[src/rtl/gpio_pkg.sv]
// Shared types and constants for the GPIO port responder and its input conditioner.
package gpio_pkg;

  localparam int GPIO_WIDTH     = 8;
  localparam int GPIO_DB_CYCLES = 1000;

  // Output-side handshake phases: idle, request held high, waiting for ack to fall.
  typedef enum logic [1:0] {
    IDLE     = 2'd0,
    REQ      = 2'd1,
    WAIT_LOW = 2'd2
  } gpio_out_state_t;

endpackage : gpio_pkg

[src/rtl/gpio_debounce.sv]
// Input conditioner: two-flop synchroniser, then a per-byte debounce that accepts
// a new value only after it has been sampled unchanged for DB_CYCLES cycles.
module gpio_debounce
  import gpio_pkg::*;
#(
  parameter int WIDTH     = GPIO_WIDTH,
  parameter int DB_CYCLES = GPIO_DB_CYCLES
) (
  input  logic             clk,
  input  logic             reset,
  input  logic [WIDTH-1:0] pad_i,
  output logic [WIDTH-1:0] gpio_i_o,
  output logic             in_change_o
);

  localparam int                CNT_W   = $clog2(DB_CYCLES);
  localparam logic [CNT_W-1:0]  CNT_MAX = CNT_W'(DB_CYCLES - 1);

  logic [WIDTH-1:0] sync1_q, sync2_q;
  logic [WIDTH-1:0] cand_q, cand_d;
  logic [WIDTH-1:0] gpio_q, gpio_d;
  logic [CNT_W-1:0] cnt_q, cnt_d;
  logic             change_q, change_d;

  always_comb begin
    // NOTE: every output of this block is given a default first so that no path
    // through the if/else leaves a signal unassigned, which would infer a latch.
    cand_d   = cand_q;
    cnt_d    = cnt_q;
    gpio_d   = gpio_q;
    change_d = 1'b0;
    if (sync2_q != cand_q) begin
      cand_d = sync2_q;
      cnt_d  = '0;
    end else if (cnt_q == CNT_MAX && cand_q != gpio_q) begin
      gpio_d   = cand_q;
      change_d = 1'b1;
    end else if (cnt_q != CNT_MAX) begin
      cnt_d = cnt_q + 1'b1;
    end
  end

  always_ff @(posedge clk or posedge reset) begin
    if (reset) begin
      sync1_q  <= '0;
      sync2_q  <= '0;
      cand_q   <= '0;
      cnt_q    <= '0;
      gpio_q   <= '0;
      change_q <= 1'b0;
    end else begin
      // NOTE: non-blocking assignments make sync2_q take the old sync1_q, giving
      // the two-stage synchroniser; blocking here would collapse it to one flop.
      sync1_q  <= pad_i;
      sync2_q  <= sync1_q;
      cand_q   <= cand_d;
      cnt_q    <= cnt_d;
      gpio_q   <= gpio_d;
      change_q <= change_d;
    end
  end

  assign gpio_i_o    = gpio_q;
  assign in_change_o = change_q;

endmodule : gpio_debounce

[src/rtl/gpio_port_responder.sv]
// External-side partner of the CPU GPIO port: debounced pad inputs towards the CPU,
// and CPU output changes handed to an external consumer over a four-phase req/ack.
module gpio_port_responder
  import gpio_pkg::*;
#(
  parameter int WIDTH     = GPIO_WIDTH,
  parameter int DB_CYCLES = GPIO_DB_CYCLES
) (
  input  logic             clk,
  input  logic             reset,
  input  logic [WIDTH-1:0] pad_i,
  output logic [WIDTH-1:0] gpio_i_o,
  output logic             in_change_o,
  input  logic [WIDTH-1:0] cpu_gpio_i,
  output logic [WIDTH-1:0] pad_o,
  output logic             out_req_o,
  input  logic             out_ack_i,
  output logic             overrun_o,
  input  logic             overrun_clr_i
);

  gpio_debounce #(
    .WIDTH     (WIDTH),
    .DB_CYCLES (DB_CYCLES)
  ) u_debounce (
    .clk         (clk),
    .reset       (reset),
    .pad_i       (pad_i),
    .gpio_i_o    (gpio_i_o),
    .in_change_o (in_change_o)
  );

  gpio_out_state_t  state_q;
  logic [WIDTH-1:0] pad_q;
  logic [WIDTH-1:0] cpu_prev_q;
  logic             req_q;
  logic             overrun_q;
  logic             cpu_changed;
  logic             busy;

  assign cpu_changed = (cpu_gpio_i != cpu_prev_q);
  assign busy        = (state_q != IDLE);

  always_ff @(posedge clk or posedge reset) begin
    if (reset) begin
      state_q    <= IDLE;
      pad_q      <= '0;
      cpu_prev_q <= '0;
      req_q      <= 1'b0;
      overrun_q  <= 1'b0;
    end else begin
      cpu_prev_q <= cpu_gpio_i;

      // A CPU change during a handshake is dropped; set beats a same-cycle clear.
      if (busy && cpu_changed) begin
        overrun_q <= 1'b1;
      end else if (overrun_clr_i) begin
        overrun_q <= 1'b0;
      end

      case (state_q)
        IDLE: begin
          if (cpu_gpio_i != pad_q) begin
            pad_q   <= cpu_gpio_i;
            req_q   <= 1'b1;
            state_q <= REQ;
          end
        end
        REQ: begin
          if (out_ack_i) begin
            req_q   <= 1'b0;
            state_q <= WAIT_LOW;
          end
        end
        WAIT_LOW: begin
          if (!out_ack_i) begin
            state_q <= IDLE;
          end
        end
        default: begin
          req_q   <= 1'b0;
          state_q <= IDLE;
        end
      endcase
    end
  end

  assign pad_o     = pad_q;
  assign out_req_o = req_q;
  assign overrun_o = overrun_q;

endmodule : gpio_port_responder

[config.mk]
export PLATFORM = sky130hd
export DESIGN_NAME = gpio_port_responder
export DESIGN_NICKNAME = d
export VERILOG_FILES = /design/src/rtl/gpio_pkg.sv /design/src/rtl/gpio_debounce.sv /design/src/rtl/gpio_port_responder.sv
export SDC_FILE = /design/constraint.sdc
export NUM_CORES = 1
export LEC_CHECK = 0
export ABC_AREA = 0
export CAP_MARGIN = 20
export CORE_MARGIN = 2
export CORE_UTILIZATION = 50
export DETAILED_ROUTE_END_ITERATION = 10
export DONT_BUFFER_PORTS = 1
export PLACE_DENSITY_LB_ADDON = 0.05
export SLEW_MARGIN = 20
export SYNTH_ARGS = -nofsm -noshare
export SYNTH_HDL_FRONTEND = slang
export SYNTH_SLANG_ARGS = --single-unit
[constraint.sdc]
create_clock -name clk -period 5.7 [get_ports clk]
set_input_delay 1.14 -clock clk [delete_from_list [all_inputs] [get_ports clk]]
set_output_delay 1.14 -clock clk [all_outputs]
set_load 0.01 [all_outputs]
==> run summary, run 1 <==
Reg2reg path depth -> 5
Bufs and invs on worst path -> 0
All-Layer GR Usage -> 16.3%
DR vias -> 1,315
CP Depth -> 4
Final WL -> 3.86 mm
Worst setup margin -> 3.65 ns
Static leakage -> 1.16 nW
Final period util -> 36.0%
Cell type with the largest total area after synthesis -> dfrtp_1
Most frequent cells in the layout -> dfrtp_1, xnor2_1, mux2_2
Maximum number of pins on one net before global-route repair -> 64
H-tree depth -> 3
DR DRC count -> 0
Initial DRC Count -> 41
Total grt overflow -> 0
Starting density of the core -> 52.1%
Setup CP Type -> input pin to register
Yosys top cell area share -> 63.7%
CTS tree -> built
Worst vdd ir -> 0.278 mV
Tmin final -> 2.05 ns
Setup TNS -> 0 ns
Placer Congestion -> 0.715
Die area -> 0.00553 mm2
Cell Chain, Critical Path -> xnor2_1, nand4_1, o21ai_2, mux2_2
Mapped cell area -> 0.00248 mm2
CTS Buf Count -> 9
Fin. Hold Viols -> 0
Hold buffer count at cts -> 0
PD cells -> 414 mW/mm2
Finished Layout Cells -> 258
Wire per inst -> 15.0 um
Reg2reg end -> u_debounce.gpio_i_o[4]
# IOs -> 39
Post-DR vias/cell -> 5.10
Chip Width -> 74.4 um
RSZ-0062 raised after global routing -> false
ANT cells -> 0
Setup violators final -> 0
Synthesized flop and latch total -> 63
Worst-Skew Late Latency -> 0.34 ns
Syn Inst Count -> 182
Layout Utilization -> 58.2%
CP arrival -> 2.28 ns
Root Buffer -> clkbuf_8
Crit-path max FO -> 10
# fillers -> 400
Reg2reg start -> u_debounce.cnt_q[0]
Crit end category -> register
Die height -> 74.4 um
WHS Path Cells -> 0
First-pass DRT Iterations -> 4
Global-route wire length before repair -> 6.33 mm
Post_cts resized -> 0
Slew @ Worst Pin -> 0.746 ns
Syn avg cell area -> 13.6 um2
Antenna violations before repair -> 0
Commonest non-fill, non-tap cell in the layout -> dfrtp_1
Synth top area cells -> dfrtp_1, xnor2_1, mux2_2, xor2_1, nor2_1
Postcts setup bufs -> 0
Slowest cell on crit path -> o21ai_2
Post-synth cell types -> 25
Clock sinks -> 63
Seq/Total Area, Yosys -> 63.7%
# Max-Cap Violations -> 0
Worst Hold Path EP -> u_debounce.sync2_q[7]
Net Count, Synth -> 203
Status -> completed
Worst Min Path Start -> u_debounce.sync1_q[7]
Fmax -> 0.487 GHz
Critical Path RT -> 5.93 ns
Largest stage delay on the critical path -> 0.46 ns
Layout cells sized above 1 -> 22.0%
Port bufs -> 0
Fin nets -> 207
Final ANT Viol Nets -> 0
Startpoint types -> input pin
Max-slew headroom -> 50.2%
DP Worst Slack -> 3.26 ns
CTS Buffer Depth -> 2
Layout area overhead -> 11.8%
Fin Clk Skew -> 0.00583 ns
Max-slew violations -> 0
Total power -> 0.00115 W
Vias in the first global route -> 1,376
Yosys warning count -> 0
Placed insts -> 242
HPWL after DPL -> 2.60 mm
CP top delay family -> compound AO/OA/AOI/OAI gates
Row count -> 25
R2R Setup Slk -> 3.74 ns
HP Class -> register to register
CTS clk-pin slew, worst paths -> 0.07 ns
Core ar. -> 0.00475 mm2
## worst max path at each step
stage                       start             to
floorplan                   reset  cpu_prev_q[0]
global placement    cpu_gpio_i[7]       pad_o[2]
detailed placement  cpu_gpio_i[6]       pad_o[1]
CTS                 cpu_gpio_i[6]       pad_o[1]
global route        cpu_gpio_i[6]       pad_o[0]
finish              cpu_gpio_i[6]       pad_o[1]
## Yosys cell counts
master / count
dfrtp_1: 63
xnor2_1: 29
mux2_2: 16
nor2_1: 13
xor2_1: 11
nand2_1: 9
clkbuf_1: 8
nand4_1: 6
nor3_1: 5
inv_1: 4
nand3_1: 3
nor4_2: 2
a21oi_1: 1
and2_1: 1
ha_1: 1
mux2i_1: 1
nand2b_1: 1
nand4_2: 1
nor4_4: 1
o2111ai_4: 1
o21ai_0: 1
o21ai_2: 1
o22ai_1: 1
o311a_2: 1
or3_2: 1
## kinds of logic after synthesis
family	share of synthesized area (%)
AND/OR/NAND/NOR	9.65
multiplexers	7.68
AO/OA/AOI/OAI	2.53
flip-flops	63.7
XOR/XNOR	14.1
adder cells (fa/ha/maj)	0.505
buffers and inverters	1.82
## layout make-up
class                           count  area [um2]  area share, %
Clock buffer                       10         138           4.97
Clock inverter                      6        92.6           3.35
Inverter                            4        15.0          0.542
Multi-Input combinational cell    107         855           30.9
Sequential cell                    63        1580           57.0
Tap cell                           67        83.8           3.03
Timing Repair Buffer                1        7.51          0.271
## metal layers
metal	up-vias	track usage, %	share of wire [%]
li1	611	-	-
met1	666	17.0	40
met2	36	26.1	52
met3	2	11.0	8.3
met4	0	6.55	0.57
met5	-	0	0
## worst reg2reg max path, cell delays in order (launching register included)
cell and delay [ns]:
dfrtp_1 0.39, ha_1 0.23, nand2_1 0.14, nor4_4 0.42, o2111ai_4 0.30, mux2_2 0.36
## state kept, by name (all words and copies together) (netlist names)
register,flops
u_debounce.sync2_q,8
u_debounce.gpio_i_o,8
u_debounce.in_change_o,1
out_req_o,1
pad_o,8
u_debounce.sync1_q,8
u_debounce.cnt_q,10
state_q,2
overrun_o,1
cpu_prev_q,8
u_debounce.cand_q,8
## power breakdown
group / internal (W) / switching [W] / leakage (nW) / total, W
combinational: 0.0000782 / 0.0000612 / 0.269 / 0.000139
sequential: 0.000502 / 0.0000698 / 0.777 / 0.000572
clock: 0.000260 / 0.000175 / 0.109 / 0.000435
## per-stage QoR
step,hold WS (ns),cell area [um2]
6_report,0.348,2770
5_1_grt,0.359,2770
4_1_cts,0.351,2770
3_5_place_dp,0.335,2540
3_3_place_gp,0.333,2540
2_1_floorplan,0.331,2480
Note: power is estimated with default switching activity, not from simulation.
==> run 2: changes to the inputs <==
clock period = 1.9 ns   (was 5.7 ns; I/O delays follow)
==> run summary, run 2 (synthesis gave the netlist of run 1 again) <==
Worst setup margin -> 0.112 ns (-3.53 ns)
Slowest cell on crit path -> dfrtp_1
Setup CP Type -> register to register
Post-route cell area -> 0.00284 mm2 (+2.4%)
Final period util -> 94.1%
Crit-path max FO -> 4 (-6)
Row count -> 25 (unchanged)
HPWL after DPL -> 2.73 mm (+4.9%)
Fmax -> 0.559 GHz
Core ar. -> 0.00475 mm2 (unchanged)
Maximum number of pins on one net before global-route repair -> 41 (-36%)
# IOs -> 39 (unchanged)
CTS tree -> built
Total grt overflow -> 0 (unchanged)
Layout cells sized above 1 -> 24.7% (+2.8 points)
First-pass DRT Iterations -> 4 (unchanged)
Layout area overhead -> 14.5%
Max-slew headroom -> 65.1% (+15 points)
Vias in the first global route -> 1,456 (+5.8%)
Commonest non-fill, non-tap cell in the layout -> dfrtp_1
Fin Clk Skew -> 0.00563 ns (-0.000193 ns)
Cell Chain, Critical Path -> ha_1, nand2_1, nor4_4, buf_4, buf_4, or3_2, a21oi_1
CTS Buffer Depth -> 2 (unchanged)
Static leakage -> 1.17 nW (+1.6%)
Tmin final -> 1.79 ns
Chip Width -> 74.4 um (unchanged)
Slew @ Worst Pin -> 0.522 ns (-0.224 ns)
Final WL -> 3.95 mm (+2.3%)
Critical Path RT -> 2.17 ns (-3.76 ns)
Post-DR vias/cell -> 5.05 (-0.94%)
Port bufs -> 0 (unchanged)
Wire per inst -> 14.9 um (-0.40%)
Biggest register -> u_debounce.cnt_q
Fin. Hold Viols -> 0 (unchanged)
Antenna violations before repair -> 0 (unchanged)
Starting density of the core -> 52.1% (unchanged)
Placed Area -> 0.00258 mm2 (+1.5%)
Layout Utilization -> 59.6% (+1.4 points)
ANT cells -> 0 (unchanged)
DR DRC count -> 0 (unchanged)
PD cells -> 1180 mW/mm2 (+180%)
Startpoint types -> register
H-tree depth -> 3 (unchanged)
DP Worst Slack -> -0.0185 ns (-3.28 ns)
Clock sinks -> 63 (unchanged)
Status -> completed
Finished Layout Cells -> 265 (+2.7%)
Die height -> 74.4 um (unchanged)
Worst vdd ir -> 0.731 mV (+160%)
Crit end category -> register
Initial DRC Count -> 50 (+22%)
# fillers -> 437 (+9.3%)
CP arrival -> 2.06 ns (-0.22 ns)
Placer Congestion -> 0.757 (+5.9%)
# Max-Cap Violations -> 0 (unchanged)
Largest register FFs -> 10 (unchanged)
Die area -> 0.00553 mm2 (unchanged)
Most frequent cells in the layout -> dfrtp_1, xnor2_1, mux2_2
Fin nets -> 214 (+3.4%)
Final ANT Viol Nets -> 0 (unchanged)
Largest stage delay on the critical path -> 0.41 ns (-0.05 ns)
Max-slew violations -> 0 (unchanged)
Setup violators final -> 0 (unchanged)
Global-route wire length before repair -> 6.49 mm (+2.5%)
CTS Buf Count -> 9 (unchanged)
Root Buffer -> clkbuf_8
CP most frequent cell -> buf_4
Total power -> 0.00335 W (+190%)
HP Class -> input pin to register
Worst-Skew Late Latency -> 0.35 ns (about the same)
All-Layer GR Usage -> 16.4% (+0.033 points)
Placed insts -> 245 (+1.2%)
CTS clk-pin slew, worst paths -> 0.07 ns (about the same)
DR vias -> 1,338 (+1.7%)
-- run 2: repair_timing --
action | 4_1_cts | 5_1_grt
endpoints found under the setup margin | 8 | 8
setup buffers | 0 | 2
cloned | 0 | 1
hold endpoints to repair | 23 | 0
hold buffers | 1 | 0
pin swaps | 2 | 2
gates resized for setup | 0 | 2
-- run 2: metal layers --
layer	wire (um)	track usage (%)	vias up
li1	-	-	630
met1	1680	18.4	662
met2	1920	24.8	35
met3	258	8.67	11
met4	102	9.52	0
met5	0	0	-
-- run 2: critical path, delay by kind of cell, from the launching register on --
family / cells / cell delay (ns)
flip-flops: 1 / 0.41
AO/OA/AOI/OAI: 1 / 0.13
adder cells (fa/ha/maj): 1 / 0.25
buffers and inverters: 2 / 0.30
AND/OR/NAND/NOR: 3 / 0.62
-- run 2: final timing paths --
path	slack (ns)	from	to	cells past startpoint
hold / removal	0.05	cpu_gpio_i[2]	cpu_prev_q[2]	0
setup reg to reg	0.11	u_debounce.cnt_q[0]	u_debounce.cnt_q[3]	7
max in group asynchronous	0.80	reset	u_debounce.cand_q[3]	3
min in group asynchronous	0.55	reset	u_debounce.sync1_q[6]	2
hold reg to reg	0.35	u_debounce.sync1_q[2]	u_debounce.sync2_q[2]	0
setup / recovery	0.11	u_debounce.cnt_q[0]	u_debounce.cnt_q[3]	7
-- run 2: area by class of cell --
cell class | count | area [um2] | area share, %
Clock buffer | 10 | 138 | 4.85
Clock inverter | 6 | 70.1 | 2.47
Inverter | 4 | 18.8 | 0.662
Multi-Input combinational cell | 108 | 881 | 31.1
Sequential cell | 63 | 1580 | 55.6
Tap cell | 67 | 83.8 | 2.96
Timing Repair Buffer | 7 | 67.6 | 2.38
-- run 2: per-stage QoR --
step                 TNS, ns  hold WS [ns]
finish                     0        0.0545
global route        -0.00400        0.0322
CTS                        0        0.0316
detailed placement   -0.0940         0.316
global placement           0         0.306
floorplan                  0         0.331
-- run 2: power breakdown --
part / total [W] / leakage, nW / internal (W) / switching (W)
Sequential: 0.00171 / 0.777 / 0.00151 / 0.000204
Clock: 0.00117 / 0.0947 / 0.000644 / 0.000528
Combinational: 0.000463 / 0.302 / 0.000272 / 0.000191
Total: 0.00335 / 1.17 / 0.00242 / 0.000923
